**src/rtl/comma_aligner.sv**
```systemverilog
// comma_aligner: recovers 10b symbol boundaries from a serial bit stream by
// hunting for K28.5 commas, then emits aligned symbols to an 8b/10b decoder.
// States: HUNT (no phase), ALIGNED (phase known, not yet trusted), LOCKED.
// Optional feature: define COMMA_ALIGNER_STATS_EN to add o_Realign_Cnt, a
// saturating 8-bit count of realignment pulses.
module comma_aligner #(
    parameter int LOCK_CNT = 3,
    parameter int LOSS_CNT = 4
) (
    input  logic       i_Clk,
    input  logic       i_Rst_n,
    input  logic       i_Ser_Data,
    input  logic       i_Bit_Valid,
    output logic [9:0] o_Sym,
    output logic       o_Sym_Valid,
    output logic       o_Is_Comma,
    output logic       o_Locked,
    output logic       o_Realign,
`ifdef COMMA_ALIGNER_STATS_EN
    output logic [7:0] o_Realign_Cnt,
`endif
    output logic [1:0] o_Dbg_State
);

    // Bit stream: one bit per cycle where i_Bit_Valid=1; i_Ser_Data is
    // ignored otherwise. Symbol stream: o_Sym is valid in the single cycle
    // o_Sym_Valid=1 and holds its value in between; there is no back-pressure.

    typedef enum logic [1:0] {
        ST_HUNT    = 2'd0,
        ST_ALIGNED = 2'd1,
        ST_LOCKED  = 2'd2
    } state_e;

    localparam logic [9:0] K28_5_NEG = 10'b0011111010;
    localparam logic [9:0] K28_5_POS = 10'b1100000101;
    localparam logic [3:0] LOCK_V    = 4'(LOCK_CNT);
    localparam logic [3:0] LOSS_V    = 4'(LOSS_CNT);

    state_e     state_q, state_d;
    logic [9:0] win_q, win_d;
    logic [3:0] phase_q, phase_d;
    logic [3:0] good_q, good_d;
    logic [3:0] miss_q, miss_d;
    logic [9:0] sym_q, sym_d;
    logic       sym_valid_q, sym_valid_d;
    logic       is_comma_q, is_comma_d;
    logic       realign_q, realign_d;

    logic [9:0] shift_win;
    logic       comma;
    logic       boundary;
    logic [3:0] phase_nxt;
    logic [3:0] good_inc;
    logic [3:0] miss_inc;
    logic       emit;
    logic       do_realign;

    // The window includes the bit being sampled this cycle.
    assign shift_win = {win_q[8:0], i_Ser_Data};
    assign comma     = (shift_win == K28_5_NEG) || (shift_win == K28_5_POS);
    // Boundary: this bit moves phase to 9, i.e. it completes a symbol.
    assign boundary  = (phase_q == 4'd8);
    assign phase_nxt = (phase_q == 4'd9) ? 4'd0 : phase_q + 4'd1;
    assign good_inc  = (good_q == 4'd15) ? 4'd15 : good_q + 4'd1;
    assign miss_inc  = (miss_q == 4'd15) ? 4'd15 : miss_q + 4'd1;

    // Next-state logic: alignment FSM, counters and symbol capture.
    always_comb begin
        state_d     = state_q;
        win_d       = win_q;
        phase_d     = phase_q;
        good_d      = good_q;
        miss_d      = miss_q;
        sym_d       = sym_q;
        sym_valid_d = 1'b0;
        is_comma_d  = is_comma_q;
        realign_d   = 1'b0;
        emit        = 1'b0;
        do_realign  = 1'b0;

        if (i_Bit_Valid) begin
            win_d   = shift_win;
            phase_d = phase_nxt;
            unique case (state_q)
                ST_HUNT: begin
                    if (comma) do_realign = 1'b1;
                end
                ST_ALIGNED: begin
                    if (boundary) begin
                        emit = 1'b1;
                        if (comma) begin
                            good_d = good_inc;
                            if (good_inc >= LOCK_V) begin
                                state_d = ST_LOCKED;
                                miss_d  = 4'd0;
                            end
                        end
                    end else if (comma) begin
                        do_realign = 1'b1;
                    end
                end
                ST_LOCKED: begin
                    if (boundary) begin
                        emit = 1'b1;
                        if (comma) miss_d = 4'd0;
                    end else if (comma) begin
                        // Off-phase commas are tolerated until LOSS_CNT of them.
                        miss_d = miss_inc;
                        if (miss_inc >= LOSS_V) do_realign = 1'b1;
                    end
                end
                default: state_d = ST_HUNT;
            endcase

            // Realignment makes the current bit the last bit of a symbol.
            if (do_realign) begin
                phase_d   = 4'd9;
                good_d    = 4'd1;
                miss_d    = 4'd0;
                realign_d = 1'b1;
                emit      = 1'b1;
                state_d   = ((state_q == ST_HUNT) && (LOCK_CNT == 1)) ? ST_LOCKED : ST_ALIGNED;
            end

            if (emit) begin
                sym_valid_d = 1'b1;
                sym_d       = shift_win;
                is_comma_d  = comma;
            end
        end
    end

    // State and output registers, cleared asynchronously.
    always_ff @(posedge i_Clk or negedge i_Rst_n) begin
        if (!i_Rst_n) begin
            state_q     <= ST_HUNT;
            win_q       <= '0;
            phase_q     <= '0;
            good_q      <= '0;
            miss_q      <= '0;
            sym_q       <= '0;
            sym_valid_q <= 1'b0;
            is_comma_q  <= 1'b0;
            realign_q   <= 1'b0;
        end else begin
            state_q     <= state_d;
            win_q       <= win_d;
            phase_q     <= phase_d;
            good_q      <= good_d;
            miss_q      <= miss_d;
            sym_q       <= sym_d;
            sym_valid_q <= sym_valid_d;
            is_comma_q  <= is_comma_d;
            realign_q   <= realign_d;
        end
    end

`ifdef COMMA_ALIGNER_STATS_EN
    logic [7:0] realign_cnt_q;

    // Saturating count of realignment pulses.
    always_ff @(posedge i_Clk or negedge i_Rst_n) begin
        if (!i_Rst_n) begin
            realign_cnt_q <= '0;
        end else if (realign_d && (realign_cnt_q != 8'hFF)) begin
            realign_cnt_q <= realign_cnt_q + 8'd1;
        end
    end

    assign o_Realign_Cnt = realign_cnt_q;
`endif

    assign o_Sym       = sym_q;
    assign o_Sym_Valid = sym_valid_q;
    assign o_Is_Comma  = is_comma_q;
    assign o_Realign   = realign_q;
    assign o_Locked    = (state_q == ST_LOCKED);
    assign o_Dbg_State = state_q;

endmodule

```
**config.mk**
```make
export PLATFORM = sky130hd
export DESIGN_NAME = comma_aligner
export DESIGN_NICKNAME = d
export VERILOG_FILES = /design/src/rtl/comma_aligner.sv
export SDC_FILE = /design/constraint.sdc
export NUM_CORES = 1
export LEC_CHECK = 0
export CORE_AREA = 2 2 65 61
export DETAILED_ROUTE_END_ITERATION = 7
export DIE_AREA = 0 0 67 63
export PLACE_DENSITY_LB_ADDON = 0.15
export SYNTH_ARGS = -nofsm -noshare
export SYNTH_HDL_FRONTEND = slang
export SYNTH_SLANG_ARGS = --single-unit
```
**constraint.sdc**
```tcl
create_clock -name i_Clk -period 3.3 [get_ports i_Clk]
set_input_delay 0.33 -clock i_Clk [delete_from_list [all_inputs] [get_ports i_Clk]]
set_output_delay 0.33 -clock i_Clk [all_outputs]
set_load 0.02 [all_outputs]
```
# Yosys cells after proc, flatten, opt, wreduce, memory -nomap -nowiden
# Index checks and enable logic that the tools add are counted.
# word_totals
ff_bits	36
input_bits	4
out_inout_bits	16
elab_cells	75
# op_classes
add_sub_neg	3
order_cmp	2
n_eq_ne	13
n_mux	36
reduce_logical	12
# op_table
operator	n
4-bit 2-to-1 mux	15
4-bit equality test (second input constant)	4
1-bit 2-to-1 mux	14
4-bit by 1-bit adder with 4-bit output (second input constant)	3
10-bit equality test (second input constant)	1
10-bit by 8-bit equality test with 1-bit output (second input constant)	1
3-bit inequality test (second input constant)	3
2-bit 2-to-1 mux	4
4-bit case mux with 2 select lines	1
6-bit AND reduction	1
2-bit nonzero test	3
5-bit AND reduction	1
4-bit by 2-bit greater-or-equal comparator with 1-bit output (second input constant)	1
4-bit by 3-bit greater-or-equal comparator with 1-bit output (second input constant)	1
2-bit case mux with 2 select lines	1
4-bit AND reduction	1
2-bit OR reduction	2
3-bit by 1-bit inequality test with 1-bit output (second input constant)	1
1-bit case mux with 3 select lines	1
3-bit nonzero test	1
2-bit by 1-bit equality test with 1-bit output (second input constant)	1
2-bit equality test (second input constant)	1
2-bit logical NOT	1
2-bit by 1-bit inequality test with 1-bit output (second input constant)	1
2 further kinds	2

# Longest topological paths before layout
# depth
word_depth	12
mapped_depth	8

# Worst setup path before layout
# OpenSTA, ideal clock, no wires.
# synth_timing
path_kind	reg2reg
startpoint	reg win_q[0]
endpoint	reg sym_q[1] (netlist: o_Sym[1])
setup_ns	0.125
arrival_ns	2.362
required_time_ns	3.175
setup_slack_ns	0.813
path_stages_with_launch	7
path_buffers	1
synth_period_minus_slack_ns	2.487
path_cell_list	dfrtp_1 -> or4b_1 -> or4_4 -> a221oi_4 -> o21ai_2 -> buf_6 -> mux2_4
# synth_via
elab_chain_cells	9
# synth_lines
item	line	text
start, declared	41	logic [9:0] win_q, win_d;
start signal, assigned	148	win_q <= win_d;
10-bit by 8-bit equality test with 1-bit output / 10-bit equality test (equally long branches)	61	assign comma = (shift_win == K28_5_NEG) || (shift_win == K28_5_POS);
1-bit logical OR	61	
1-bit 2-to-1 mux, on equally long branches	107, 87, 99	
1-bit 2-to-1 mux, on equally long branches	104, 90	
1-bit case mux with 3 select lines	85	unique case (state_q)
1-bit 2-to-1 mux	82	if (i_Bit_Valid) begin
1-bit 2-to-1 mux	117	if (do_realign) begin
1-bit 2-to-1 mux	82	
2-bit AND reduction (no line)	--	
end signal, assigned	152	sym_q <= sym_d;
end, declared	45	logic [9:0] sym_q, sym_d;
# Several ways; a longest one is shown, not always the timed one. The select of a mux whose other input is x is not followed.
# A chain may end at the register's enable or synchronous reset.

# Final worst setup path
# layout_timing
startpoint	reg state_q[0] (netlist: o_Dbg_State[0])
endpoint	reg sym_q[0] (netlist: o_Sym[0])
# layout_via
elab_chain_cells	6
# layout_lines
item	line	text
start, declared	40	state_e state_q, state_d;
start signal, assigned	147	state_q <= state_d;
2-bit equality test (tied with other cells)	85	
1-bit case mux with 3 select lines / 2-bit OR reduction (equally long branches)	--	
1-bit 2-to-1 mux, on equally long branches	--	
1-bit 2-to-1 mux (*)	117	
1-bit 2-to-1 mux (*)	82	
2-bit AND reduction (no line) (*)	--	
# Mark *: on every way between the ends. The rest lies on a longest branch, timed or not. The select of a mux whose other input is x is not followed.

==> results by group <==
Synthesis
  – Synth top area share: roughly 48%
  – Synth Cell Area: ~1900 µm²
  – Ys Warns: 0
  – Commonest cells in the netlist: dfrtp_1 (36), nand2_1 (16), o21ai_0 (12)
  – Async S/R FF share, synth: 100%
  – Post-Syn Area per Cell: around 11 µm²
  – Most used DFF post-synth: dfrtp_1
  – Post-synth net total: 180
  – Number of synthesized flops with an enable pin: 0
  – Yosys top cell by area: dfrtp_1
  – Largest cells by area after synthesis: dfrtp_1 (48%), mux2_4 (7.2%), mux2_2 (6.6%)
  – Yosys reg bits: 36
  – Synth Instances: 170
  – Seq/Total Area, Yosys: 47.8%
  – Yosys cell types: between 40 and 50
  – Count leader, synth: dfrtp_1

Placement
  – GP Congestion: 0.828
  – IO buf count: 19
  – Dpl cells: 235
  – Dpl hpwl: between 2 and 3 mm

Die
  – Chip height: around 63 µm
  – Core Area: about 3600 µm²
  – Die W: 67 µm
  – Top Ports: 20
  – Die area: between 4000 and 5000 µm²
  – Initial Utilization: between 50% and 60%
  – FP Rows: 21

Clock network
  – Clk sink count: 36
  – Worst-case clock buffer depth: 2
  – CTS Hold Buffers Added: 0
  – Worst-path clk slew: roughly 0.070 ns
  – Resized cells post-CTS: 0
  – Clk_lat worst skew: 0.29 ns
  – CTS tree: done
  – Setup bufs post-CTS: 0
  – H-tree Lvls: 2
  – Root buffer cell: clkbuf_8
  – CTS buffer count: 5

STA
  – Final hold vios: 0
  – RSZ-0062 raised after global routing: no
  – Fmax: between 0.3 and 0.4 GHz
  – # setup viols final: 0
  – Setup TNS: 0 ns
  – Worst-Margin Slew: around 0.74 ns
  – Max_slew headroom: between 50 and 60%
  – Min Clock Period, post-route: roughly 2.6 ns
  – Final Max Tran Viols: 0
  – Final worst path period share: 78.5%
  – Clk_skew: around 0.0039 ns
  – Worst Hold Slack: ~0.45 ns

Power
  – Peak supply drop: 0.000409 V
  – Leak pwr: 0.00101 µW
  – Power per cell area: roughly 720 nW/µm²

Global routing
  – Number of global-route vias before repair: around 1.4k
  – Initial antenna violation count: 0
  – Global route overflow: 0
  – Largest net degree at the start of global routing: 37
  – Global-route wire length before repair: just under 7 mm
  – Total GRT Usage: 21.4%

Worst setup path
  – Startpoint types: register
  – Crit path max fanout: 11
  – Critical Path RT: around 3.5 ns
  – Critical Path End Type: register
  – WS Path Type: register to register
  – WP data arrival: ~2.8 ns

Layout
  – Area of the multi-input gates: around 940 µm²
  – Fillers: 300
  – NumNets Final: between 200 and 250
  – Layout cells sized above 1: 18.3%
  – Layout Area Growth over Synthesis: 19.1%
  – Sequential Area: approximately 900 µm²
  – Final core utilization: 62.7%
  – Antenna Cells: 0
  – Layout Cells excl Fill: approximately 240

Drt
  – Post-route DRC: 0
  – Routed Antenna Nets: 0
  – 1st-iter DRT viols: 67
  – Vias per Instance: approximately 6
  – Via count: around 1.4k
  – First-pass DRT Iterations: 4
  – Post-DR wirelength/cell: roughly 16 µm
  – Total Wirelength: around 3.8 mm

Min path
  – Min-Delay Path Class: input pin to asynchronous set/reset pin

Flow run
  – Max-cap violations: 0

Run status
  – Status: finished clean
## per-layer routing
layer / wire length [µm] / part of all wire [%] / vias to the layer above / GRT usage (%)
met5: 0 / 0 / - / 0
met2: 1870 / 49 / 25 / 33.8
met1: 1750 / 46 / 714 / 27.7
met4: 64 / 1.7 / 0 / 7.65
li1: - / - / 680 / -
met3: 150 / 3.9 / 5 / 6.31
## cell families after synthesis
family,synth area share (%)
DFF,47.8
buffers and inverters,2.39
AOI/OAI and AO/OA,16.0
muxes,13.8
and+or+nand+nor,16.0
adders and majority gates,3.99
## metrics by stage
stage	setup WS, ns	instance area, µm²	power, µW
finish	0.708	2240	1620
floorplan	0.813	1880	1020
detailed placement	0.443	2130	1250
global placement	0.515	2130	1220
CTS	0.693	2240	1640
global route	0.435	2240	1720
## report_power, final
group / leakage, µW / internal (µW) / switching, µW
clock network: 0.0000552 / 224 / 152
logic: 0.000488 / 293 / 254
registers: 0.000469 / 567 / 130
## worst max-delay path: stages, from the launching register on
cell      delay [ns]
dfrtp_1         0.43
inv_1           0.14
ha_1            0.32
a21o_1          0.23
nor2_1          0.21
a221oi_4        0.10
o21ai_2         0.62
mux2_2          0.42
## cells in the final DEF, fill, tap and decap left out, types with 2 or more instances in the layout
cell type,instances
a21oi_1,11
a22o_1,2
a41oi_1,2
and2_1,3
buf_4,3
clkbuf_8,5
clkdlybuf4s50_1,19
dfrtp_1,36
ha_1,6
inv_1,7
mux2_2,11
mux2_4,9
nand2_1,16
nand2b_1,4
nand3_1,6
nand4_1,3
nor2_1,11
nor3_1,2
nor4b_1,2
o21ai_0,12
or4b_1,2
## worst paths after layout
kind	start	cells past startpoint	endpoint	slack (ns)
worst max-delay path	o_Dbg_State[0]$_DFFE_PN0P_	7	o_Sym[0]$_DFFE_PN0P_	0.71
worst min register to register	o_Is_Comma$_DFFE_PN0P_	2	o_Is_Comma$_DFFE_PN0P_	0.51
min in group i_Clk	o_Is_Comma$_DFFE_PN0P_	2	o_Is_Comma$_DFFE_PN0P_	0.51
worst max register to register	o_Dbg_State[0]$_DFFE_PN0P_	7	o_Sym[0]$_DFFE_PN0P_	0.71
worst min-delay path	i_Rst_n	2	o_Sym[3]$_DFFE_PN0P_	0.45
max in group asynchronous	i_Rst_n	2	o_Dbg_State[1]$_DFFE_PN0P_	2.53
## state kept, by name, summed over array words and instances (netlist names)
signal and cells:
good_q 4, miss_q 4, o_Sym 10, o_Realign 1
win_q 9, o_Is_Comma 1, o_Sym_Valid 1, phase_q 4
o_Dbg_State 2
## final cells by class
type                            instances  area share [%]
Tap cell                               46            2.57
Clock buffer                            6            3.24
Multi-Input combinational cell        124            41.8
Timing Repair Buffer                   22            9.49
Inverter                                7            1.17
Sequential cell                        36            40.2
Clock inverter                          2            1.56
No activity file was read; power rests on OpenSTA's default activity.
